### src/rtl/gen_window_scan_ctrl_pkg.sv
// rtl/gen_window_scan_ctrl_pkg.sv - shared encodings, beat counts and FSM states for the window scan
package gen_window_scan_ctrl_pkg;

  localparam logic [1:0] WS_4  = 2'd0;
  localparam logic [1:0] WS_8  = 2'd1;
  localparam logic [1:0] WS_16 = 2'd2;

  localparam logic [4:0] BEATS_4  = 5'd1;
  localparam logic [4:0] BEATS_8  = 5'd4;
  localparam logic [4:0] BEATS_16 = 5'd16;

  typedef enum logic [1:0] {
    IDLE     = 2'd0,
    ISSUE    = 2'd1,
    WAIT_SAD = 2'd2
  } state_t;

  // Window edge length in pixels; 0 for the illegal encoding.
  function automatic logic [4:0] win_dim(input logic [1:0] ws);
    case (ws)
      WS_4:    win_dim = 5'd4;
      WS_8:    win_dim = 5'd8;
      WS_16:   win_dim = 5'd16;
      default: win_dim = 5'd0;
    endcase
  endfunction

  // Address beats needed to cover one window.
  function automatic logic [4:0] win_beats(input logic [1:0] ws);
    case (ws)
      WS_4:    win_beats = BEATS_4;
      WS_8:    win_beats = BEATS_8;
      WS_16:   win_beats = BEATS_16;
      default: win_beats = 5'd0;
    endcase
  endfunction

endpackage

### src/rtl/gen_window_scan_ctrl_if.sv
// rtl/gen_window_scan_ctrl_if.sv - beat address stream to the adder stage and SAD return path
interface gen_window_scan_ctrl_if #(
  parameter int ADDR_W = 32
);
  logic [1:0]        check_wcol_out;
  logic [ADDR_W-1:0] row_base_1;
  logic [ADDR_W-1:0] row_base_2;
  logic [ADDR_W-1:0] row_base_3;
  logic [ADDR_W-1:0] row_base_4;
  logic              win_valid;
  logic              win_ready;
  logic              sad_valid;
  logic [31:0]       sad_in;

  modport master (
    output check_wcol_out, row_base_1, row_base_2, row_base_3, row_base_4, win_valid,
    input  win_ready, sad_valid, sad_in
  );

  modport slave (
    input  check_wcol_out, row_base_1, row_base_2, row_base_3, row_base_4, win_valid,
    output win_ready, sad_valid, sad_in
  );
endinterface

### src/rtl/gen_window_rowptr.sv
// rtl/gen_window_rowptr.sv - incremental row pointers producing the four row bases of a beat
module gen_window_rowptr
  import gen_window_scan_ctrl_pkg::*;
#(
  parameter int ADDR_W = 32,
  parameter int DIM_W  = 8
) (
  input  logic              clk,
  input  logic              rst,
  input  logic              load,
  input  logic [ADDR_W-1:0] frame_base,
  input  logic [DIM_W-1:0]  cols,
  input  logic [1:0]        win_size,
  input  logic              beat_adv,
  input  logic              col_adv,
  input  logic              row_adv,
  output logic [ADDR_W-1:0] row_base_1,
  output logic [ADDR_W-1:0] row_base_2,
  output logic [ADDR_W-1:0] row_base_3,
  output logic [ADDR_W-1:0] row_base_4
);

  // line_ptr: start of the origin row (wc=0); org_ptr: window origin; row_ptr: first row of beat
  logic [ADDR_W-1:0] line_ptr, org_ptr, row_ptr;
  logic [ADDR_W-1:0] cols_a, cols2, cols3, beat_stride, next_line, next_org;

  assign cols_a      = ADDR_W'(cols);
  assign cols2       = cols_a << 1;
  assign cols3       = cols2 + cols_a;
  assign beat_stride = (win_size == WS_8) ? cols2 : cols_a;
  assign next_line   = line_ptr + cols_a;
  assign next_org    = org_ptr + ADDR_W'(1);

  // Step the pointers: new frame, next origin row, next origin column, or next beat
  always_ff @(posedge clk or posedge rst) begin
    if (rst) begin
      line_ptr <= '0;
      org_ptr  <= '0;
      row_ptr  <= '0;
    end else if (load) begin
      line_ptr <= frame_base;
      org_ptr  <= frame_base;
      row_ptr  <= frame_base;
    end else if (row_adv) begin
      line_ptr <= next_line;
      org_ptr  <= next_line;
      row_ptr  <= next_line;
    end else if (col_adv) begin
      org_ptr <= next_org;
      row_ptr <= next_org;
    end else if (beat_adv) begin
      row_ptr <= row_ptr + beat_stride;
    end
  end

  // Spread the beat's rows over the four outputs according to the window size
  always_comb begin
    row_base_1 = row_ptr;
    row_base_2 = row_ptr;
    row_base_3 = row_ptr;
    row_base_4 = row_ptr;
    case (win_size)
      WS_4: begin
        row_base_2 = row_ptr + cols_a;
        row_base_3 = row_ptr + cols2;
        row_base_4 = row_ptr + cols3;
      end
      WS_8: begin
        row_base_3 = row_ptr + cols_a;
        row_base_4 = row_ptr + cols_a;
      end
      default: ;
    endcase
  end

endmodule

### src/rtl/gen_window_scan_ctrl.sv
// rtl/gen_window_scan_ctrl.sv - window scan sequencer with minimum-SAD tracking
module gen_window_scan_ctrl
  import gen_window_scan_ctrl_pkg::*;
#(
  parameter int ADDR_W = 32,
  parameter int DIM_W  = 8
) (
  input  logic                   clk,
  input  logic                   rst,
  input  logic                   start,
  input  logic [ADDR_W-1:0]      frame_base,
  input  logic [DIM_W-1:0]       frame_cols,
  input  logic [DIM_W-1:0]       frame_rows,
  input  logic [1:0]             win_size,
  gen_window_scan_ctrl_if.master win,
  output logic                   busy,
  output logic                   done,
  output logic                   err,
  output logic [31:0]            best_sad,
  output logic [DIM_W-1:0]       best_row,
  output logic [DIM_W-1:0]       best_col
);

  state_t            state_q, state_d;
  logic [DIM_W-1:0]  cfg_cols, cfg_rows, cfg_w, in_w, wr, wc;
  logic [1:0]        cfg_ws;
  logic [3:0]        beat;
  logic              cfg_bad, last_beat, last_col, last_row;
  logic              accept, load, beat_adv, col_adv, row_adv, finish, sad_take;

  assign in_w      = DIM_W'(win_dim(win_size));
  assign cfg_bad   = (win_size == 2'd3) || (frame_cols < in_w) || (frame_rows < in_w);
  assign cfg_w     = DIM_W'(win_dim(cfg_ws));
  assign last_beat = ({1'b0, beat} == (win_beats(cfg_ws) - 5'd1));
  assign last_col  = (wc == cfg_cols - cfg_w);
  assign last_row  = (wr == cfg_rows - cfg_w);
  assign sad_take  = (state_q == WAIT_SAD) && win.sad_valid;

  assign busy               = (state_q != IDLE);
  assign win.win_valid      = (state_q == ISSUE);
  assign win.check_wcol_out = cfg_ws;

  gen_window_rowptr #(.ADDR_W(ADDR_W), .DIM_W(DIM_W)) u_rowptr (
    .clk        (clk),
    .rst        (rst),
    .load       (load),
    .frame_base (frame_base),
    .cols       (cfg_cols),
    .win_size   (cfg_ws),
    .beat_adv   (beat_adv),
    .col_adv    (col_adv),
    .row_adv    (row_adv),
    .row_base_1 (win.row_base_1),
    .row_base_2 (win.row_base_2),
    .row_base_3 (win.row_base_3),
    .row_base_4 (win.row_base_4)
  );

  // State register
  always_ff @(posedge clk or posedge rst) begin
    if (rst) state_q <= IDLE;
    else     state_q <= state_d;
  end

  // Next state and one-cycle step controls
  always_comb begin
    state_d  = state_q;
    accept   = 1'b0;
    load     = 1'b0;
    beat_adv = 1'b0;
    col_adv  = 1'b0;
    row_adv  = 1'b0;
    finish   = 1'b0;
    case (state_q)
      IDLE: begin
        if (start) begin
          accept = 1'b1;
          if (!cfg_bad) begin
            load    = 1'b1;
            state_d = ISSUE;
          end
        end
      end
      ISSUE: begin
        if (win.win_ready) begin
          if (last_beat) state_d = WAIT_SAD;
          else           beat_adv = 1'b1;
        end
      end
      WAIT_SAD: begin
        if (win.sad_valid) begin
          if (last_col && last_row) begin
            finish  = 1'b1;
            state_d = IDLE;
          end else begin
            state_d = ISSUE;
            if (last_col) row_adv = 1'b1;
            else          col_adv = 1'b1;
          end
        end
      end
      default: state_d = IDLE;
    endcase
  end

  // Config capture, window position, beat index, best-SAD tracking and status flags
  always_ff @(posedge clk or posedge rst) begin
    if (rst) begin
      cfg_cols <= '0;
      cfg_rows <= '0;
      cfg_ws   <= '0;
      wr       <= '0;
      wc       <= '0;
      beat     <= '0;
      best_sad <= '1;
      best_row <= '0;
      best_col <= '0;
      err      <= 1'b0;
      done     <= 1'b0;
    end else begin
      done <= finish | (accept & cfg_bad);
      if (accept) begin
        cfg_cols <= frame_cols;
        cfg_rows <= frame_rows;
        cfg_ws   <= win_size;
        wr       <= '0;
        wc       <= '0;
        beat     <= '0;
        best_sad <= '1;
        best_row <= '0;
        best_col <= '0;
        err      <= cfg_bad;
      end
      if (beat_adv) beat <= beat + 4'd1;
      if (col_adv || row_adv) beat <= '0;
      if (col_adv) wc <= wc + DIM_W'(1);
      if (row_adv) begin
        wc <= '0;
        wr <= wr + DIM_W'(1);
      end
      // Strict compare: on a tie the earlier window keeps the title
      if (sad_take && (win.sad_in < best_sad)) begin
        best_sad <= win.sad_in;
        best_row <= wr;
        best_col <= wc;
      end
      if (win.sad_valid && (state_q != WAIT_SAD)) err <= 1'b1;
    end
  end

endmodule

### src/flat_wrapper.sv
// flat-port wrapper written by rule: the top's interface ports become plain ports
module gen_window_scan_ctrl_flat import gen_window_scan_ctrl_pkg::*;
#(
  parameter int ADDR_W = 32,
  parameter int DIM_W  = 8
)
  (clk, rst, start, frame_base, frame_cols, frame_rows, win_size, busy, done, err, best_sad, best_row, best_col, win_check_wcol_out, win_row_base_1, win_row_base_2, win_row_base_3, win_row_base_4, win_win_valid, win_win_ready, win_sad_valid, win_sad_in);
  gen_window_scan_ctrl_if #(.ADDR_W(ADDR_W)) win_i ();
  input  logic clk;
  input  logic rst;
  input  logic start;
  input  logic [ADDR_W-1:0] frame_base;
  input  logic [DIM_W-1:0] frame_cols;
  input  logic [DIM_W-1:0] frame_rows;
  input  logic [1:0] win_size;
  output logic busy;
  output logic done;
  output logic err;
  output logic [31:0] best_sad;
  output logic [DIM_W-1:0] best_row;
  output logic [DIM_W-1:0] best_col;
  output wire logic [$bits(win_i.check_wcol_out)-1:0] win_check_wcol_out;
  output wire logic [$bits(win_i.row_base_1)-1:0] win_row_base_1;
  output wire logic [$bits(win_i.row_base_2)-1:0] win_row_base_2;
  output wire logic [$bits(win_i.row_base_3)-1:0] win_row_base_3;
  output wire logic [$bits(win_i.row_base_4)-1:0] win_row_base_4;
  output wire logic [$bits(win_i.win_valid)-1:0] win_win_valid;
  input wire logic [$bits(win_i.win_ready)-1:0] win_win_ready;
  input wire logic [$bits(win_i.sad_valid)-1:0] win_sad_valid;
  input wire logic [$bits(win_i.sad_in)-1:0] win_sad_in;
  assign win_check_wcol_out = win_i.check_wcol_out;
  assign win_row_base_1 = win_i.row_base_1;
  assign win_row_base_2 = win_i.row_base_2;
  assign win_row_base_3 = win_i.row_base_3;
  assign win_row_base_4 = win_i.row_base_4;
  assign win_win_valid = win_i.win_valid;
  assign win_i.win_ready = win_win_ready;
  assign win_i.sad_valid = win_sad_valid;
  assign win_i.sad_in = win_sad_in;
  gen_window_scan_ctrl #(.ADDR_W(ADDR_W), .DIM_W(DIM_W)) u_core (.clk(clk), .rst(rst), .start(start), .frame_base(frame_base), .frame_cols(frame_cols), .frame_rows(frame_rows), .win_size(win_size), .win(win_i), .busy(busy), .done(done), .err(err), .best_sad(best_sad), .best_row(best_row), .best_col(best_col));
endmodule
### config.mk
export PLATFORM = sky130hd
export DESIGN_NAME = gen_window_scan_ctrl_flat
export DESIGN_NICKNAME = d
export VERILOG_FILES = /design/src/rtl/gen_window_scan_ctrl_pkg.sv /design/src/rtl/gen_window_scan_ctrl_if.sv /design/src/rtl/gen_window_rowptr.sv /design/src/rtl/gen_window_scan_ctrl.sv /design/src/flat_wrapper.sv
export SDC_FILE = /design/constraint.sdc
export NUM_CORES = 1
export LEC_CHECK = 0
export ABC_AREA = 0
export CORE_ASPECT_RATIO = 1.2
export CORE_MARGIN = 5
export CORE_UTILIZATION = 55
export CTS_CLUSTER_SIZE = 24
export DETAILED_ROUTE_END_ITERATION = 10
export PLACE_DENSITY_LB_ADDON = 0.3
export SYNTH_ARGS = -nofsm -noshare
export SYNTH_HDL_FRONTEND = slang
export SYNTH_SLANG_ARGS = --single-unit
### constraint.sdc
create_clock -name clk -period 7.55 [get_ports clk]
set_input_delay 1.51 -clock clk [delete_from_list [all_inputs] [get_ports clk]]
set_output_delay 1.51 -clock clk [all_outputs]
set_load 0.05 [all_outputs]
* Word level (Yosys, flattened, before mapping)
Index checks and enable logic that the tools add are counted.
** Word-level totals
- Logic and storage cells :: 124
- Input port bits :: 87
- Register bits after elaboration :: 186
** Operators by class
- Muxes and demuxes :: 55
- Bitwise gates (word level) :: 2
- $add $sub $neg :: 13
- Magnitude comparators :: 3
- Reductions and logical operators :: 20
- Equality and inequality tests :: 16
** Operators by type and width (count)
- $mux 32 :: 12
- $pmux 32 s2 :: 2
- $add 32x8->32 :: 2
- $add 32x9->32 :: 2
- $mux 8 :: 6
- $pmux 5 s3 :: 3
- $add 32x1->32 const B :: 1
- $add 32x10->32 :: 1
- $lt 32x32->1 :: 1
- $mux 1 :: 22
- $add 8x1->8 const B :: 2
- $eq 8x8->1 :: 2
- $lt 8x5->1 :: 2
- $sub 8x5->8 :: 2
- $mux 4 :: 3
- $add 9x8->10 :: 1
- $mux 2 :: 5
- $reduce_bool 2->1 :: 5
- $mux 9 :: 1
- $reduce_bool 3->1 :: 3
- $eq 2x2->1 const B :: 4
- $ne 2x2->1 const B :: 4
- $eq 2x1->1 const B :: 3
- $logic_not 2->1 :: 3
- other kinds (11) :: 17

* Longest topological paths before layout
Gate-level depths: netlist of the first run.
- Depth in word-level cells :: 11
- Depth in mapped cells :: 16
- Gate-level depth less buffers :: 14

* Modules after synthesis
From an unflattened synthesis of the first run, not the netlist that was laid out.
** Second synthesis, totals
- Cell total of the unflattened synthesis :: 1861
- Area total of the unflattened synthesis :: 15566.2 µm²
** Modules (own cells, without submodules)
- gen_window_rowptr :: area each 10077.2 µm², cells each 1289, instances 1
- gen_window_scan_ctrl :: area each 5489.0 µm², cells each 572, instances 1

* Least setup slack after synthesis of the first run
OpenSTA, ideal clock, no wires.
- Kind :: reg2out
- Start point :: register u_core.u_rowptr.row_ptr[1] (netlist: u_core.u_rowptr.row_base_1[1])
- End point :: output port win_row_base_4[15]
- Stages on the path, launching flop included :: 13
- Arrival :: 3.941 ns
- Required time :: 6.040 ns
- Path buffers :: 0
- Slack :: 2.099 ns
- Cell sequence :: dfrtp_1 > fa_1 > ha_1 > inv_1 > fa_1 > nor2b_1 > o21a_1 > o21ai_0 > a21oi_1 > o211ai_1 > a21oi_1 > o2111ai_1 > xnor2_1
** Between the ends
- Word-level cells in the longest chain between the ends :: 2
- Elaborated cells between the ends (all ways) :: 3
** RTL lines
- start, declared :: line gen_window_rowptr.sv:24 : logic [ADDR_W-1:0] line_ptr, org_ptr, row_ptr;
- start signal, assigned :: line gen_window_rowptr.sv:43 : row_ptr <= frame_base;
- start signal, assigned :: line gen_window_rowptr.sv:47 : row_ptr <= next_line;
- start signal, assigned :: line gen_window_rowptr.sv:50 : row_ptr <= next_org;
- $add 32x8->32 or $add 32x10->32 (tied branches) :: line gen_window_rowptr.sv:70, gen_window_rowptr.sv:66
- $pmux 32 s2 * :: line gen_window_rowptr.sv:62 : case (win_size)
- end, declared :: line flat_wrapper.sv:26 : output wire logic [$bits(win_i.row_base_4)-1:0] win_row_base_4;
Mark *: on every way between the ends. The rest lies on a longest branch, timed or not.

* Final worst setup path of the first run
- Start point :: register u_core.u_rowptr.row_ptr[1] (netlist: u_core.u_rowptr.row_base_1[1])
- End point :: output port win_row_base_4[11]
The elaborated chain is that of the path after synthesis.

==> key figures, run 1 <==
Cells and area
  • Utilization after layout: 68.7%
  • Area added between synthesis and finish: 22.6%
  • Nets: around 2.2k
  • Share of layout cells above drive strength 1: ~8.2%
  • Footprint of the flip-flops and latches: 0.00469 mm2
  • Antenna fix cells: 0
  • Filler Cells Inserted: roughly 2.2k
  • Multi-input gate area: 0.00978 mm2

Drt
  • 1st-pass router iterations: 6
  • Average detailed-routed wire length per instance: around 21 um
  • Vias per Instance: 6.33
  • Vias post-DR: 15.2k
  • DRC Markers: 0
  • Post-detailed-routing wire length: approximately 50000 um
  • Detailed router's first-iteration violation count: 1367
  • Detail Route Antenna Nets: 0

STA
  • Slew Limit Headroom: ~15%
  • Period Utilization, post-route: a little under nine tenths
  • Final setup fails: 0
  • Min Tclk post-route: roughly 6.4 ns
  • Final worst clock skew: about 0.019 ns
  • Fin Setup TNS: 0 ns
  • Final hold violation count: 0
  • Transition time at the pin with the least slew margin: around 1.3 ns
  • RSZ-0062 raised after global routing: false
  • Final Slew Violations: 0
  • Peak Freq: approximately 0.16 GHz

Yosys
  • Fraction of the yosys area taken by sequential cells: a little under a third
  • Count of yosys warnings during synthesis: 0
  • EDFF count, synth: 0
  • Basic-gate share of the synthesized area counting and, or, nand and nor cells: 21.4%
  • Xor/xnor share of the synthesized area: a little over a tenth
  • Number of instances in the synthesized netlist: about 1.8k
  • Count of distinct cell types in the synthesized netlist: 93
  • Mux contribution to synthesized area: under 10%
  • Synth Area in Compound Gates: between 20% and 30%
  • Adder-Cell Fraction of Synth Area: 9.05%
  • Combinational family with the most area after synthesis: compound AO/OA/AOI/OAI gates
  • Primary flip-flop cell chosen by synthesis mapping: sky130_fd_sc_hd__dfrtp_1
  • Post-synthesis register bit count: between 150 and 200
  • Mapped Area: approximately 0.015 mm2
  • Average footprint of a synthesized cell: 8.29 um2
  • Fraction of synthesis flops using an asynchronous set or reset pin: 100%
  • Synthesized net count: around 2k

Clock tree
  • Longest Clk Path Bufs: 2
  • Post-CTS Setup Bufs: 0
  • Clk Tree Root Cell: sky130_fd_sc_hd__clkbuf_16
  • H-tree levels: 4
  • Clock transition at the register clock pins on the worst setup and hold paths after CTS: ~0.08 ns
  • Clk_lat worst skew: 0.45 ns
  • Number of buffers created by CTS: 17
  • Count of hold buffers inserted by post-cts repair: 0
  • Clk sinks: 186
  • Clock tree from TritonCTS: yes
  • Post-CTS resize count: 0

Setup path
  • Endpoint class of the critical path: output port
  • WP buf/inv: 2
  • Worst-path cell chain: fa_1 -> ha_1 -> inv_1 -> fa_1 -> nor2b_1 -> o21a_1 -> o21ai_0 -> a21oi_1 -> o211ai_1 -> a21oi_1 -> o21ai_0 -> xnor2_1 -> clkdlybuf4s50_1
  • Top delay family on crit path: compound AO/OA/AOI/OAI gates
  • Critical path depth in cells: 13
  • Crit-path max FO: 10
  • WP data arrival: 4.93 ns
  • CP required: ~6 ns
  • Length in cells of the worst reg-to-reg path: 12
  • CP max-delay cell: sky130_fd_sc_hd__clkdlybuf4s50_1
  • CP peak stage delay: 0.84 ns
  • Sort of element at the start of the critical path: flop
  • Setup Crit Path Kind: reg2out

Global routing
  • Vias in the first global route: approximately 15k
  • Maximum number of pins on one net before global-route repair: 72
  • Wire length of the first global-routing pass: a little under 80000 um
  • Overflow after GRT: 0
  • Initial antenna violation count: 0
  • Global router's overall resource usage: a little under a third

Min path
  • Hold Path Depth: 2
  • Worst min-delay path class: reg2reg

Floorplanning
  • FP Rows: 66
  • Area of the die: about 0.031 mm2
  • Die height: between 150 and 200 um
  • Die X-Extent: 162 um
  • Standard cell core area: about 0.027 mm2
  • Total I/O pin count: about 270
  • Effective utilization at floorplan: a little under three fifths

Status
  • Result of the run: completed

Place
  • Number of buffers added on ports: around 270
  • Half-perimeter wire length after detailed placement: approximately 37000 um
  • Last weighted congestion value of the routability-driven placer: ~0.94

Run
  • Max-cap violations: 0
## worst paths after layout
kind | start | endpoint | slack [ns]
setup / recovery | u_core.u_rowptr.row_base_1[1] | win_row_base_4[11] | 1.11
max in group asynchronous | rst | u_core.u_rowptr.row_base_1[30] | 4.69
setup reg to reg | u_core.win.check_wcol_out[0] | u_core.u_rowptr.row_base_1[19] | 2.05
hold / removal | u_core.u_rowptr.line_ptr[6] | u_core.u_rowptr.line_ptr[6] | 0.49
min in group asynchronous | rst | u_core.u_rowptr.row_base_1[1] | 1.49
hold reg to reg | u_core.u_rowptr.line_ptr[6] | u_core.u_rowptr.line_ptr[6] | 0.49
## cell usage after synthesis (9+ instances only)
| cell | number | area [um2] |
|---|---|---|
| sky130_fd_sc_hd__inv_1 | 91 | 342 |
| sky130_fd_sc_hd__nand2_1 | 272 | 1020 |
| sky130_fd_sc_hd__buf_6 | 9 | 101 |
| sky130_fd_sc_hd__dfstp_2 | 32 | 841 |
| sky130_fd_sc_hd__nor3_1 | 33 | 165 |
| sky130_fd_sc_hd__nor4_1 | 14 | 87.6 |
| sky130_fd_sc_hd__nand4_1 | 27 | 169 |
| sky130_fd_sc_hd__a21o_1 | 37 | 278 |
| sky130_fd_sc_hd__a211oi_1 | 23 | 173 |
| sky130_fd_sc_hd__o21a_1 | 12 | 90.1 |
| sky130_fd_sc_hd__nor2_1 | 145 | 544 |
| sky130_fd_sc_hd__mux2i_1 | 19 | 190 |
| sky130_fd_sc_hd__o22ai_1 | 9 | 56.3 |
| sky130_fd_sc_hd__ha_1 | 88 | 1100 |
| sky130_fd_sc_hd__or3_1 | 38 | 238 |
| sky130_fd_sc_hd__a21oi_1 | 89 | 445 |
| sky130_fd_sc_hd__o21ai_1 | 16 | 80.1 |
| sky130_fd_sc_hd__nand3_1 | 50 | 250 |
| sky130_fd_sc_hd__buf_2 | 23 | 115 |
| sky130_fd_sc_hd__dfrtp_1 | 154 | 3850 |
| sky130_fd_sc_hd__fa_1 | 14 | 280 |
| sky130_fd_sc_hd__o211ai_1 | 19 | 143 |
| sky130_fd_sc_hd__a22oi_1 | 15 | 113 |
| sky130_fd_sc_hd__o22a_1 | 14 | 123 |
| sky130_fd_sc_hd__clkbuf_1 | 55 | 206 |
| sky130_fd_sc_hd__o221a_2 | 32 | 360 |
| sky130_fd_sc_hd__nand2b_1 | 14 | 87.6 |
| sky130_fd_sc_hd__a31oi_1 | 24 | 150 |
| sky130_fd_sc_hd__xnor2_1 | 128 | 1120 |
| sky130_fd_sc_hd__o31ai_1 | 10 | 75.1 |
| sky130_fd_sc_hd__and3_1 | 18 | 113 |
| sky130_fd_sc_hd__xor2_1 | 54 | 473 |
| sky130_fd_sc_hd__o21ai_0 | 107 | 536 |
| sky130_fd_sc_hd__and2_1 | 19 | 119 |
## metrics by stage
step           hold slack (ns)  std cells  area, um2  setup slack (ns)
6_report                 0.488       2406      18700              1.11
5_1_grt                  0.503       2406      18700             0.805
4_1_cts                  0.493       2406      18700              1.16
3_5_place_dp             0.475       2374      18100              1.66
3_3_place_gp             0.467       2374      18100              1.72
2_1_floorplan            0.452       1841      15300              1.04
## flip-flops by register name, indices dropped and copies added, names as in the netlist
name	cells
u_core.wc	8
u_core.u_rowptr.row_base_1	32
u_core.cfg_rows	8
u_core.best_row	8
u_core.state_q	2
u_core.err	1
u_core.wr	8
u_core.u_rowptr.line_ptr	32
u_core.win.check_wcol_out	2
u_core.u_rowptr.org_ptr	32
u_core.best_col	8
u_core.best_sad	32
u_core.cfg_cols	8
u_core.done	1
u_core.beat	4
## area by class of cell
class,count,area share [%]
multi-input combinational,1465,52.2
sequential,186,25.1
timing repair buffer,290,15.2
clock buffer,18,2.35
tap,340,2.27
inverter,93,1.89
clock inverter,14,0.956
## cells in the final DEF (no fill, tap or decap), drive strengths merged, types with 22 or more instances in the layout
master	instances
nand2	273
clkdlybuf4s50	268
dfrtp	154
nor2	146
xnor2	128
o21ai	128
inv	98
a21oi	92
ha	88
xor2	54
nand3	51
or3	39
nor3	38
a21o	37
o221a	32
dfstp	32
nand4	28
a31oi	25
a211oi	24
buf	22
## worst reg2reg max path, cell delays in order (launching register included)
cell and delay, ns:
sky130_fd_sc_hd__dfrtp_1 0.96, sky130_fd_sc_hd__clkinv_1 0.59, sky130_fd_sc_hd__nand2_1 0.35, sky130_fd_sc_hd__ha_1 0.33, sky130_fd_sc_hd__nor2b_1 0.17, sky130_fd_sc_hd__o31a_1 0.23, sky130_fd_sc_hd__o211ai_1 0.20, sky130_fd_sc_hd__o21ba_2 0.26
sky130_fd_sc_hd__a21oi_2 0.71, sky130_fd_sc_hd__or3_1 1.09, sky130_fd_sc_hd__buf_4 0.31, sky130_fd_sc_hd__nor2_1 0.05, sky130_fd_sc_hd__nor3_1 0.17
## per-layer routing
metal  up-vias  track usage, %  wire length, um
li1       6975               -                -
met1      7331            35.8            18400
met2       721            55.9            24700
met3       206            4.14             3090
met4         0            19.8             3440
met5         -               0                0
## cells by family after synthesis
family / count (synthesis)
muxes: 22
adders and majority gates: 102
xor gates and xnor gates: 182
buffers and inverters: 190
and+or+nand+nor: 683
AOI/OAI and AO/OA: 476
DFF: 186
Power of run 1 is left out: the tool's default activity adds up to more than one toggle a clock period on the data nets, which glitch-free logic cannot reach.
==> run 2: changes to the inputs <==
--- a/config.mk
+++ b/config.mk
@@ -5,10 +5,10 @@
 export SDC_FILE = /design/constraint.sdc
 export NUM_CORES = 1
 export LEC_CHECK = 0
-export ABC_AREA = 0
+export ABC_AREA = 1
 export CORE_ASPECT_RATIO = 1.2
 export CORE_MARGIN = 5
-export CORE_UTILIZATION = 55
+export CORE_UTILIZATION = 45
 export CTS_CLUSTER_SIZE = 24
 export DETAILED_ROUTE_END_ITERATION = 10
 export PLACE_DENSITY_LB_ADDON = 0.3
==> key figures, run 2 <==
Place
  • Area after detailed placement: 0.0196 mm2 (+8.3%)
  • Half-perimeter wire length after detailed placement: 48100 um (+29%)
  • Last weighted congestion value of the routability-driven placer: 0.994 (+5.2%)
  • Number of buffers added on ports: 268 (unchanged)
  • Pre-CTS WS: 1.89 ns (+0.236 ns)

Clock tree
  • Clock transition at the register clock pins on the worst setup and hold paths after CTS: 0.07 ns (about the same)
  • Count of hold buffers inserted by post-cts repair: 0 (unchanged)
  • Number of buffers created by CTS: 17 (unchanged)
  • Clk sinks: 186 (unchanged)
  • Clk Tree Root Cell: sky130_fd_sc_hd__clkbuf_16
  • Clk_lat worst skew: 0.46 ns (about the same)
  • Post-CTS resize count: 0 (unchanged)
  • Clock tree from TritonCTS: yes
  • Post-CTS Setup Bufs: 0 (unchanged)
  • Longest Clk Path Bufs: 2 (unchanged)
  • H-tree levels: 4 (unchanged)

Cells and area
  • Area added between synthesis and finish: 21.4%
  • Share of layout cells above drive strength 1: 4.27% (-4.0 points)
  • Most common cell after layout, fill and taps aside: sky130_fd_sc_hd__nand2_1
  • Filler Cells Inserted: 3650 (+63%)
  • Most used cells in the layout excluding fill and tap cells: 738 x sky130_fd_sc_hd__nand2_1, 341 x sky130_fd_sc_hd__nor2_1, 296 x sky130_fd_sc_hd__inv_1
  • Nets: 3012 (+34%)
  • Summed area of non-filler cells in the final layout: 0.0202 mm2 (+7.9%)
  • Antenna fix cells: 0 (unchanged)

Setup path
  • CP peak stage delay: 0.81 ns (-0.03 ns)
  • Endpoint class of the critical path: output port
  • Critical register-to-register path startpoint: u_core.win.check_wcol_out[1]
  • Terminus of the critical flop-to-flop path: u_core.u_rowptr.row_base_1[10]
  • Setup Crit Path Kind: reg2out
  • Crit-path max FO: 9 (-1)
  • CP required: 6.04 ns (about the same)
  • Sort of element at the start of the critical path: flop
  • Length in cells of the worst reg-to-reg path: 16 (+4)
  • Flop2flop setup slack: 2.67 ns (+0.62 ns)
  • CP max-delay cell: sky130_fd_sc_hd__clkdlybuf4s50_1
  • Worst-path cell chain: fa_1 -> ha_1 -> inv_1 -> fa_1 -> inv_1 -> nand3_1 -> a21oi_1 -> nor2_1 -> o21ai_1 -> nand2_1 -> nor2_1 -> inv_1 -> o21ai_0 -> nand3_1 -> nand3_1 -> clkdlybuf4s50_1
  • WP data arrival: 4.68 ns (-0.25 ns)

Min path
  • Worst Hold Path EP: u_core.u_rowptr.line_ptr[7]
  • Worst hold start: u_core.u_rowptr.line_ptr[7]
  • Worst min-delay path class: reg2reg
  • Hold Path Depth: 2 (unchanged)

Yosys
  • Library cell occupying the most area in the post-synthesis netlist: sky130_fd_sc_hd__dfrtp_1
  • Adder-Cell Fraction of Synth Area: 8.30% (-0.74 points)
  • Count of yosys warnings during synthesis: 0 (unchanged)
  • Most repeated cell in the gate-level netlist after synthesis: sky130_fd_sc_hd__nand2_1
  • Number of instances in the synthesized netlist: 2608 (+42%)
  • EDFF count, synth: 0 (unchanged)
  • Count of distinct cell types in the synthesized netlist: 52 (-44%)
  • Top cells by area in the synthesized netlist: sky130_fd_sc_hd__dfrtp_1 23%, sky130_fd_sc_hd__nand2_1 17%, sky130_fd_sc_hd__nor2_1 7.7%
  • Area fraction of the dominant cell type after synthesis: 23.2% (-2.1 points)
  • Post-synthesis register bit count: 186 (unchanged)
  • Synth Area in Compound Gates: 13.2% (-8.3 points)
  • Fraction of synthesis flops using an asynchronous set or reset pin: 100% (unchanged)
  • Combinational family with the most area after synthesis: simple AND/OR/NAND/NOR gates
  • Mapped Area: 0.0166 mm2 (+8.9%)
  • Average footprint of a synthesized cell: 6.38 um2 (-23%)
  • Primary flip-flop cell chosen by synthesis mapping: sky130_fd_sc_hd__dfrtp_1
  • Mux contribution to synthesized area: 0% (-1.5 points)
  • Synthesized net count: 2797 (+38%)
  • Xor/xnor share of the synthesized area: 5.11% (-5.3 points)
  • Top cell types by occurrence after synthesis: 738 x sky130_fd_sc_hd__nand2_1, 343 x sky130_fd_sc_hd__nor2_1, 297 x sky130_fd_sc_hd__inv_1
  • Fraction of the yosys area taken by sequential cells: 28.2% (-2.5 points)
  • Basic-gate share of the synthesized area counting and, or, nand and nor cells: 35.5% (+14 points)

Drt
  • DRC Markers: 0 (unchanged)
  • Vias post-DR: 18.3k (+20%)
  • Detail Route Antenna Nets: 0 (unchanged)
  • Average detailed-routed wire length per instance: 18.7 um (-9.2%)
  • Post-detailed-routing wire length: 62000 um (+25%)
  • 1st-pass router iterations: 5 (-1)
  • Detailed router's first-iteration violation count: 1394 (+2.0%)
  • Vias per Instance: 5.53 (-13%)

Floorplanning
  • Effective utilization at floorplan: 45.3% (-11 points)
  • Standard cell core area: 0.0367 mm2 (+35%)
  • FP Rows: 77 (+17%)
  • Die height: 221 um (+15%)
  • Total I/O pin count: 269 (unchanged)
  • Die X-Extent: 186 um (+14%)
  • Area of the die: 0.0409 mm2 (+31%)

STA
  • Min Tclk post-route: 6.19 ns (-0.246 ns)
  • Transition time at the pin with the least slew margin: 1.03 ns (-0.243 ns)
  • Final worst clock skew: 0.0174 ns (-0.00173 ns)
  • Period Utilization, post-route: 82.0% (-3.3 points)
  • Fin Setup TNS: 0 ns (unchanged)
  • Peak Freq: 0.161 GHz (+4.0%)
  • Final hold violation count: 0 (unchanged)
  • Fin worst setup slack: 1.36 ns (+0.246 ns)
  • RSZ-0062 raised after global routing: false
  • Slew Limit Headroom: 31.3% (+16 points)
  • Final Slew Violations: 0 (unchanged)
  • Final setup fails: 0 (unchanged)

Run
  • Max-cap violations: 0 (unchanged)

Global routing
  • Overflow after GRT: 0 (unchanged)
  • Wire length of the first global-routing pass: 95500 um (+20%)
  • Vias in the first global route: 17.7k (+15%)
  • Maximum number of pins on one net before global-route repair: 90 (+25%)
  • Global router's overall resource usage: 29.5% (-1.9 points)
  • Initial antenna violation count: 0 (unchanged)

Status
  • Result of the run: completed
run 2: how the worst max path moves through the flow:
stage                                       start            endpoint  slack (ns)  depth (start not counted)
global route        u_core.u_rowptr.row_base_1[1]  win_row_base_4[29]        1.08                         16
floorplan                                     rst      u_core.beat[0]        1.04                          1
finish              u_core.u_rowptr.row_base_1[1]  win_row_base_4[29]        1.36                         16
CTS                 u_core.u_rowptr.row_base_1[1]  win_row_base_4[29]        1.39                         16
global placement    u_core.u_rowptr.row_base_1[1]  win_row_base_4[29]        1.92                         16
detailed placement  u_core.u_rowptr.row_base_1[1]  win_row_base_4[29]        1.89                         16
run 2: kinds of logic after synthesis:
group / count (synthesis)
xor+xnor: 97
simple gates: 1416
flops: 186
buf+inv: 398
fa+ha+maj: 102
compound gates: 409
run 2: per-layer routing:
layer / track usage, % / vias to the layer above / part of all wire (%)
met5: 0 / - / 0
met4: 14.1 / 0 / 5.0
met3: 3.96 / 166 / 5.6
met2: 52.4 / 670 / 50
met1: 35.2 / 8605 / 39
li1: - / 8847 / -
run 2: cell type report:
| class | count | area [um2] | share of cell area (%) |
|---|---|---|---|
| Clock buffer | 18 | 439 | 2.17 |
| Clock inverter | 14 | 158 | 0.780 |
| Inverter | 312 | 1180 | 5.83 |
| Multi-Input combinational cell | 2024 | 10400 | 51.2 |
| Sequential cell | 186 | 4690 | 23.2 |
| Tap cell | 474 | 593 | 2.94 |
| Timing Repair Buffer | 282 | 2790 | 13.8 |
run 2: worst max-delay path: cells and delay by family, from the launching register on:
family | cells | cell delay (ns)
AND/OR/NAND/NOR | 6 | 0.84
adder cells (fa/ha/maj) | 3 | 1.12
AO/OA/AOI/OAI | 3 | 0.70
flip-flops | 1 | 0.54
buffers and inverters | 4 | 1.02
run 2: stage by stage:
stage	hold WS, ns	utilization [%]	cells
2_1_floorplan	0.448	-	2608
3_3_place_gp	0.461	53.4	3278
3_5_place_dp	0.474	53.4	3278
4_1_cts	0.491	55.0	3310
5_1_grt	0.511	55.0	3310
6_report	0.493	55.0	3310
Power of run 2 is left out for the same reason.
==> run 3: changes to the inputs <==
==> constraint.sdc (replaced) <==
create_clock -name clk -period 5.5 [get_ports clk]
set_input_delay 1.1 -clock clk [delete_from_list [all_inputs] [get_ports clk]]
set_output_delay 1.1 -clock clk [all_outputs]
set_load 0.05 [all_outputs]
==> key figures, run 3 (synthesis results as in run 2) <==
Clock tree
  • Clock tree from TritonCTS: yes
  • Clk_lat worst skew: 0.46 ns (about the same)
  • Longest Clk Path Bufs: 2 (unchanged)
  • Post-CTS Setup Bufs: 0 (unchanged)
  • H-tree levels: 4 (unchanged)
  • Clk sinks: 186 (unchanged)
  • Number of buffers created by CTS: 17 (unchanged)
  • Count of hold buffers inserted by post-cts repair: 0 (unchanged)
  • Clock transition at the register clock pins on the worst setup and hold paths after CTS: 0.08 ns (about the same)
  • Clk Tree Root Cell: sky130_fd_sc_hd__clkbuf_16

STA
  • Final setup fails: 0 (unchanged)
  • Fin Setup TNS: 0 ns (unchanged)
  • Slew Limit Headroom: 22.6% (-8.7 points)
  • Period Utilization, post-route: a little over nine tenths
  • Final worst clock skew: 0.0225 ns (+0.00515 ns)
  • RSZ-0062 raised after global routing: false
  • Final Slew Violations: 0 (unchanged)
  • Transition time at the pin with the least slew margin: 1.16 ns (+0.134 ns)
  • Min Tclk post-route: 5.26 ns
  • Peak Freq: about 0.19 GHz
  • Final hold violation count: 0 (unchanged)

Setup path
  • Sort of element at the start of the critical path: flop
  • WP data arrival: 4.16 ns (-0.52 ns)
  • CP max-delay cell: sky130_fd_sc_hd__clkdlybuf4s50_1
  • Top cell by count, worst path: sky130_fd_sc_hd__nand2_1
  • Critical path depth in cells: 11 (-5)
  • Top delay family on crit path: buffers and inverters
  • WP buf/inv: 2 (-2)
  • Crit-path max FO: 8 (-1)
  • CP required: 4.40 ns (-1.64 ns)
  • Worst-path cell chain: inv_1 -> fa_1 -> o21ai_1 -> nand2_1 -> nand2b_1 -> nand2_1 -> nor2_2 -> nand2_1 -> xor2_1 -> o21ai_0 -> clkdlybuf4s50_1
  • Length in cells of the worst reg-to-reg path: 18 (+2)
  • Setup Crit Path Kind: reg2out
  • Endpoint class of the critical path: output port
  • CP peak stage delay: 0.87 ns (+0.06 ns)

Cells and area
  • Most common cell after layout, fill and taps aside: sky130_fd_sc_hd__nand2_1
  • Most used cells in the layout excluding fill and tap cells: 738 x sky130_fd_sc_hd__nand2_1, 340 x sky130_fd_sc_hd__nor2_1, 296 x sky130_fd_sc_hd__inv_1
  • Footprint of the flip-flops and latches: 0.00469 mm2 (unchanged)
  • Area added between synthesis and finish: 22.6%
  • Share of layout cells above drive strength 1: 5.08% (+0.81 points)
  • Nets: 3030 (+0.60%)
  • Multi-input gate area: 0.0104 mm2 (about the same)
  • Filler Cells Inserted: 3654 (+0.11%)
  • Antenna fix cells: 0 (unchanged)

Drt
  • Vias post-DR: 18.3k (-0.14%)
  • 1st-pass router iterations: 6 (+1)
  • Vias per Instance: 5.49 (-0.68%)
  • DRC Markers: 0 (unchanged)
  • Post-detailed-routing wire length: 61900 um (-0.21%)
  • Average detailed-routed wire length per instance: 18.6 um (-0.75%)
  • Detail Route Antenna Nets: 0 (unchanged)
  • Detailed router's first-iteration violation count: 1548 (+11%)

Global routing
  • Layer with the highest usage after global routing: met2
  • Met1 usage: 35.2% (+0.049 points)
  • Wire length of the first global-routing pass: 94700 um (-0.77%)
  • Maximum number of pins on one net before global-route repair: 187 (+110%)
  • Overflow after GRT: 0 (unchanged)
  • Initial antenna violation count: 0 (unchanged)
  • Met2 Use GR: 50.6% (-1.8 points)
  • Vias in the first global route: 17.7k (-0.090%)
  • Global router's overall resource usage: 29.4% (-0.17 points)
  • M3 GR Usage: 3.73% (-0.23 points)

Floorplanning
  • Effective utilization at floorplan: 45.3% (unchanged)
  • Die height: 221 um (unchanged)
  • Die X-Extent: 186 um (unchanged)
  • FP Rows: 77 (unchanged)
  • Standard cell core area: 0.0367 mm2 (unchanged)
  • Total I/O pin count: 269 (unchanged)
  • Area of the die: 0.0409 mm2 (unchanged)

Run
  • Max-cap violations: 0 (unchanged)

Min path
  • Worst min-delay path class: reg2reg
  • Hold Path Depth: 2 (unchanged)

Place
  • Number of buffers added on ports: 268 (unchanged)
  • Half-perimeter wire length after detailed placement: 48200 um (+0.35%)
  • Last weighted congestion value of the routability-driven placer: 1.00 (+0.68%)

Status
  • Result of the run: completed
## run 3: final timing paths
path | start | to | slack (ns)
setup reg to reg | u_core.win.check_wcol_out[1] | u_core.u_rowptr.row_base_1[28] | 1.40
hold / removal | u_core.u_rowptr.line_ptr[6] | u_core.u_rowptr.line_ptr[6] | 0.49
min in group asynchronous | rst | u_core.u_rowptr.org_ptr[24] | 1.24
setup / recovery | u_core.cfg_cols[1] | win_row_base_2[16] | 0.24
hold reg to reg | u_core.u_rowptr.line_ptr[6] | u_core.u_rowptr.line_ptr[6] | 0.49
max in group asynchronous | rst | u_core.u_rowptr.line_ptr[26] | 3.32
## run 3: stage by stage
stage | cell area [um2] | worst slack [ns] | hold slack [ns] | utilization [%] | instances
after CTS | 20300 | 0.0930 | 0.488 | 55.4 | 3328
after global placement | 19700 | 0.675 | 0.460 | 53.8 | 3296
after floorplan | 16600 | 0.795 | 0.448 | - | 2608
after global routing | 20400 | 0.0309 | 0.521 | 55.5 | 3328
after detailed placement | 19700 | 0.606 | 0.474 | 53.8 | 3296
final | 20400 | 0.237 | 0.488 | 55.5 | 3328
## run 3: tightest hold or removal path, delay by kind of cell (launching register included)
kind	cells	cell delay, ns
simple gates	2	0.11
flops	1	0.35
## run 3: area by class of cell
cell class / instances / share of cell area, %
multi-input combinational: 2024 / 50.8
sequential: 186 / 23.0
timing repair buffer: 300 / 14.6
inverter: 312 / 5.77
tap: 474 / 2.91
clock buffer: 18 / 2.15
clock inverter: 14 / 0.767
## run 3: per-layer routing
layer  routed length, um  up-vias
li1                    -     8878
met2               30000      729
met3                3920      192
met4                3840        0
met1               24100     8464
met5                   0        -
## run 3: what timing repair did
item,in CTS,in global routing
resized for setup,0,21
endpoints found under the hold margin,0,0
endpoints found under the setup margin,0,20
Power of run 3 is left out for the same reason.
